File: src/rtl/intpol2_d4_seq_ctrl_pkg.sv
// Shared definitions for the D4 squared-interpolation sequencer and datapath.
// Holds the controller state encoding and the datapath select codes.
// Imported by the sequencer and by the datapath top level.
package intpol2_d4_pkg;

   typedef enum logic [1:0] {
      IDLE = 2'd0,
      LOAD = 2'd1,
      SEED = 2'd2,
      ACC  = 2'd3
   } state_t;

   // sel_xi2 codes understood by the datapath
   localparam logic [1:0] SEL_IDLE = 2'b00;  // hold
   localparam logic [1:0] SEL_LOAD = 2'b01;  // xi2 <= x2
   localparam logic [1:0] SEL_SEED = 2'b10;  // xi2 <= x2 << 2
   localparam logic [1:0] SEL_SUM  = 2'b11;  // xi2 <= recursive sum

endpackage

File: src/rtl/intpol2_d4_seq_ctrl.sv
// Sequencer for the D4 squared-interpolation datapath: one step for the first
// sample, N_PHASES steps (seed + accumulate) for every later sample.
// en_xi2 is withheld while out_valid is set and out_ready is low, freezing xi2.
module intpol2_d4_seq_ctrl
   import intpol2_d4_pkg::*;
#(
   parameter int DATA_WIDTH = 32,
   parameter int N_bits     = 2,
   parameter int N_PHASES   = 4,
   localparam int CW        = $clog2(N_PHASES),
   localparam int XW        = DATA_WIDTH + N_bits
) (
   input  logic          clk,
   input  logic          rst,
   input  logic          clear,
   input  logic          in_valid,
   output logic          in_ready,
   input  logic [XW-1:0] in_data,
   output logic [XW-1:0] x2,
   output logic          en_xi2,
   output logic [1:0]    sel_xi2,
   output logic          dp_clear,
   output logic          out_valid,
   input  logic          out_ready,
   output logic [CW-1:0] phase,
   output logic          busy
);

   state_t state, state_nxt;
   logic   first;
   logic   clear_q;
   logic   accept;
   logic   can_issue;
   logic   last_phase;

   assign can_issue  = !out_valid || out_ready;
   assign last_phase = (phase == CW'(N_PHASES - 1));
   assign busy       = (state != IDLE);
   assign dp_clear   = rst || clear_q;

   // State register
   always_ff @(posedge clk or posedge rst) begin
      if (rst) state <= IDLE;
      else     state <= state_nxt;
   end

   // Next state, datapath enable/select and input handshake
   always_comb begin
      state_nxt = state;
      en_xi2    = 1'b0;
      sel_xi2   = SEL_IDLE;
      in_ready  = 1'b0;
      accept    = 1'b0;
      case (state)
         IDLE: begin
            in_ready = 1'b1;
            if (in_valid && !clear) begin
               accept    = 1'b1;
               state_nxt = first ? LOAD : SEED;
            end
         end
         LOAD: begin
            sel_xi2 = SEL_LOAD;
            en_xi2  = can_issue;
            if (can_issue) state_nxt = IDLE;
         end
         SEED: begin
            sel_xi2 = SEL_SEED;
            en_xi2  = can_issue;
            if (can_issue) state_nxt = ACC;
         end
         ACC: begin
            sel_xi2 = SEL_SUM;
            en_xi2  = can_issue;
            if (can_issue && last_phase) state_nxt = IDLE;
         end
         default: state_nxt = IDLE;
      endcase
      // Soft clear overrides any sequence in flight
      if (clear) state_nxt = IDLE;
   end

   // Sample hold: captured on acceptance, stable until the sequence ends
   always_ff @(posedge clk or posedge rst) begin
      if (rst)         x2 <= '0;
      else if (clear)  x2 <= '0;
      else if (accept) x2 <= in_data;
   end

   // Phase counter: seed step is phase 0, accumulate steps are 1..N_PHASES-1
   always_ff @(posedge clk or posedge rst) begin
      if (rst)                           phase <= '0;
      else if (clear)                    phase <= '0;
      else if (en_xi2 && state == SEED)  phase <= CW'(1);
      else if (en_xi2 && state == ACC)   phase <= last_phase ? '0 : phase + 1'b1;
   end

   // First-sample flag: the very first sample after reset/clear takes the LOAD path
   always_ff @(posedge clk or posedge rst) begin
      if (rst)                          first <= 1'b1;
      else if (clear)                   first <= 1'b1;
      else if (en_xi2 && state == LOAD) first <= 1'b0;
   end

   // xi2 is registered one cycle after en_xi2; valid holds until taken
   always_ff @(posedge clk or posedge rst) begin
      if (rst)            out_valid <= 1'b0;
      else if (clear)     out_valid <= 1'b0;
      else if (en_xi2)    out_valid <= 1'b1;
      else if (out_ready) out_valid <= 1'b0;
   end

   // Datapath clear pulse for the cycle following a sampled soft clear
   always_ff @(posedge clk or posedge rst) begin
      if (rst) clear_q <= 1'b0;
      else     clear_q <= clear;
   end

endmodule

File: config.mk
export PLATFORM = sky130hd
export DESIGN_NAME = intpol2_d4_seq_ctrl
export DESIGN_NICKNAME = d
export VERILOG_FILES = /design/src/rtl/intpol2_d4_seq_ctrl_pkg.sv /design/src/rtl/intpol2_d4_seq_ctrl.sv
export SDC_FILE = /design/constraint.sdc
export NUM_CORES = 1
export LEC_CHECK = 0
export ABC_AREA = 1
export CAP_MARGIN = 20
export CORE_ASPECT_RATIO = 2
export CORE_UTILIZATION = 40
export CTS_CLUSTER_SIZE = 30
export DETAILED_ROUTE_END_ITERATION = 6
export PLACE_DENSITY = 0.88
export SLEW_MARGIN = 30
export SYNTH_ARGS = -nofsm -noshare
export SYNTH_HDL_FRONTEND = slang
export SYNTH_SLANG_ARGS = --single-unit
export TNS_END_PERCENT = 100
File: constraint.sdc
create_clock -name clk -period 2.3 [get_ports clk]
set_clock_uncertainty 0.2 [all_clocks]
set_input_delay 0.46 -clock clk [delete_from_list [all_inputs] [get_ports clk]]
set_output_delay 0.46 -clock clk [all_outputs]
set_load 0.01 [all_outputs]
==> results.txt <==
- After the last flow step, the layout net total stands at ~320.
- The highest metal layer carrying signal wires in the routed design is met4.
* Kind of path behind the tightest hold check: register to register
- Setup repair after global routing missed its margin: no
- Root Buffer Master: sky130_fd_sc_hd__clkbuf_8
- GP Congestion: between 0.7 and 0.8
* Number of I/O pins: 82
* Number of port buffers: 81
- GRT Util Overall: between 10% and 20%
- Detailed router's first-iteration violation count: 22
- In the post-route analysis, the smallest setup slack over all paths is 0.08364 ns.
- Synthesis instantiated 21 different standard cells from the library.
- Counting tap cells, the placed design contains a total of approximately 330 instances.
- Vias in the first global route: between 1500 and 2000
- Length in cells of the worst reg-to-reg path: 5
- Wire length of the first global-routing pass: roughly 7000 um
- Detailed placement ended at an HPWL of ~3200 um.
* Actual transition at the worst max-transition pin: roughly 0.63 ns
- Die Span X: 49.71 um
- Setup violations remaining at the end of the flow were counted as 0.
* Maximum number of pins on one net before global-route repair: 27
- Commonest non-fill, non-tap cells in the layout: sky130_fd_sc_hd__clkdlybuf4s50_1 (79), sky130_fd_sc_hd__inv_1 (39), sky130_fd_sc_hd__dfrtp_1 (39)
- In this run the number of H-tree levels came out at 2.
- Sequential cells were found to cover a little under three fifths of the synthesized design area.
* Source of the worst register-to-register timing path: state[1]
- Final count of hold timing violations: 0
- Detailed routing placed a total of between 2000 and 2500 um of wire on met2.
- The filler cells instantiated in the layout total 380.
- Summing every instance area after synthesis gives 0.001820 sq mm.
* Max_cap viols: 0
- The flow ran to the end, and the final reports show no timing, DRC or antenna violations.
- After clock tree synthesis, the clock-pin slew on the worst setup and hold paths is roughly 0.080 ns.
- Floorplan die area: 0.004842 sq mm
- Relative slew margins: between 50% and 60%
* Number of warning messages in the yosys log: 0
- In this run the remaining antenna-violating nets after routing total 0.
- After layout, the minimum clock period comes to around 2.2 ns.
- Data required time at the worst endpoint: around 1.6 ns
- Avg Vias per Cell: about 4.8
* WL per Instance: roughly 12 um
* DR vias: 1635
* Routed Wire Length: 4183 um
- The die is 97.41 um tall.
- After layout, the worst path uses between 90% and 100% of the clock period.
* Number of placement rows: 34
- Flops & latches, synth: 41
* Starting density of the core: between 40% and 50%
* VDD IR-drop max: 0.7082 mV
- Once layout is complete, the utilization of the core stands at roughly 64%.
* Finished Layout Cells: approximately 340
- STA classifies the critical path endpoint as an output pin.
* Most common cell after layout, fill and taps aside: sky130_fd_sc_hd__clkdlybuf4s50_1
- After floorplanning, the core was sized to cover between 0.004 and 0.005 sq mm.
* Synthesized netlist cell count: around 200
* Areal power density over the cells: between 800 and 900 mW/mm^2
- The number of antenna diodes in the final layout is 0.
- Number of hold buffers added after CTS: 0
- Worst path arrival time: 1.56 ns
- A synthesized cell averages ~9.0 sq um.
- Initial DRT Pass Iterations: 4
- The clock passes through at most 2 buffers.
- Cts bufs inserted: 5
- # DRC: 0
- The worst setup path is launched from a register.
- Kind of critical path: register to output pin
- Final standard cell area without fillers: 0.002786 sq mm
* Clock Sink Count: between 40 and 50
- Relative to the synthesized area, the layout overhead comes to 53.06%.
- OpenSTA, run right after detailed placement, puts the worst setup slack at -0.01649 ns.
* WL met3: about 170 um
- Number of nets in the synthesized netlist: between 200 and 250
* Share of layout cells above drive strength 1: ~8.4%
* Static leakage: between 1 and 1.5 nW
- Later-pin clock latency in the skew report: around 0.29 ns
- Once placement finished, the instance area stood at between 0.002 and 0.003 sq mm.
- RR Endpoint: x2[10]
- The most critical setup path has its endpoint at in_ready.
- The setup check on the worst reg-to-reg path leaves a slack of just under 0.6 ns.
- Clock tree from TritonCTS: done
- The number of antenna violations at the first check in global routing came to 0.
- Number of max-slew violations in the final report: 0
- The most critical setup path has its startpoint at state[1].
* Max Fanout on Critical Path: 9
- Metal-1 WL: approximately 1700 um
- After global routing the overflow that remains totals 0.
- Top achievable clock speed: between 400 and 500 MHz
[per-stage QoR]
| step | power (mW) | hold slack [ns] | setup TNS (ns) |
|---|---|---|---|
| floorplan | 1.448 | 0.2494 | 0 |
| global placement | 1.922 | 0.2601 | 0 |
| detailed placement | 1.953 | 0.2596 | -0.01649 |
| CTS | 2.434 | 0.2724 | 0 |
| global route | 2.549 | 0.3011 | 0 |
| finish | 2.401 | 0.2707 | 0 |
[registers in the layout, summed over array words and instances, names as in the netlist]
name       count
phase          2
clear_q        1
first          1
state          2
x2            34
out_valid      1
[cells in the mapped netlist]
cell type,count,area (sq um)
sky130_fd_sc_hd__or2_2,1,6.260
sky130_fd_sc_hd__nand4_1,2,12.51
sky130_fd_sc_hd__buf_1,3,11.26
sky130_fd_sc_hd__nand3_1,37,185.2
sky130_fd_sc_hd__buf_2,3,15.01
sky130_fd_sc_hd__o21ai_0,16,80.08
sky130_fd_sc_hd__dfrtp_1,40,1001
sky130_fd_sc_hd__buf_6,4,45.04
sky130_fd_sc_hd__dfstp_2,1,26.28
sky130_fd_sc_hd__o21ai_2,4,35.03
sky130_fd_sc_hd__ha_1,1,12.51
sky130_fd_sc_hd__clkbuf_1,4,15.01
sky130_fd_sc_hd__nor2_1,7,26.28
sky130_fd_sc_hd__a21oi_1,4,20.02
sky130_fd_sc_hd__inv_2,1,3.750
sky130_fd_sc_hd__nand2_1,15,56.30
sky130_fd_sc_hd__inv_1,40,150.1
sky130_fd_sc_hd__o21ai_1,16,80.08
sky130_fd_sc_hd__nand3_4,1,17.52
sky130_fd_sc_hd__nor2_4,1,11.26
sky130_fd_sc_hd__nor3_1,2,10.01
[cell families (layout without fill, tap and decap cells)]
family / after synthesis / after routing / synth area share, %
simple gates: 66 / 66 / 17.87
buf+inv: 55 / 137 / 13.19
flops: 41 / 41 / 56.43
compound gates: 40 / 40 / 11.82
fa+ha+maj: 1 / 1 / 0.6872
[cell type report]
| cell class | count | area (sq um) | share of cell area (%) |
|---|---|---|---|
| flip-flops and latches | 41 | 1028 | 36.91 |
| well taps | 54 | 67.56 | 2.425 |
| clock buffers | 7 | 86.33 | 3.098 |
| multi-input cells | 107 | 553.0 | 19.85 |
| inverters | 41 | 153.9 | 5.523 |
| clock inverters | 1 | 7.507 | 0.2694 |
| repair buffers | 88 | 889.6 | 31.93 |
[worst min-delay path by stage]
stage / slack (ns) / from / to / depth (start not counted)
floorplan: 0.25 / first / first / 2
global placement: 0.26 / first / first / 2
detailed placement: 0.26 / first / first / 2
CTS: 0.27 / first / first / 2
global route: 0.30 / first / first / 2
finish: 0.27 / first / first / 2
[power breakdown]
group	switching [mW]	internal, mW
Sequential	0.124	0.879
Combinational	0.419	0.501
Clock	0.235	0.244
Total	0.778	1.62
[per-layer routing]
metal	global-route usage, %	up-vias
met5	0	-
met4	8.352	0
met3	3.443	6
met2	33.89	55
met1	21.23	764
li1	-	810
[worst max-delay path, cell delays in order, from the launching register on]
cell,delay [ns]
sky130_fd_sc_hd__dfrtp_2,0.49
sky130_fd_sc_hd__nor2_4,0.21
sky130_fd_sc_hd__clkdlybuf4s50_1,0.57
[repair_timing]
item | 4_1_cts | 5_1_grt
gates cloned | 0 | 0
setup endpoints to repair | 1 | 2
resized for setup | 1 | 2
buffers inserted | 0 | 0
No activity file was read; power rests on OpenSTA's default activity.
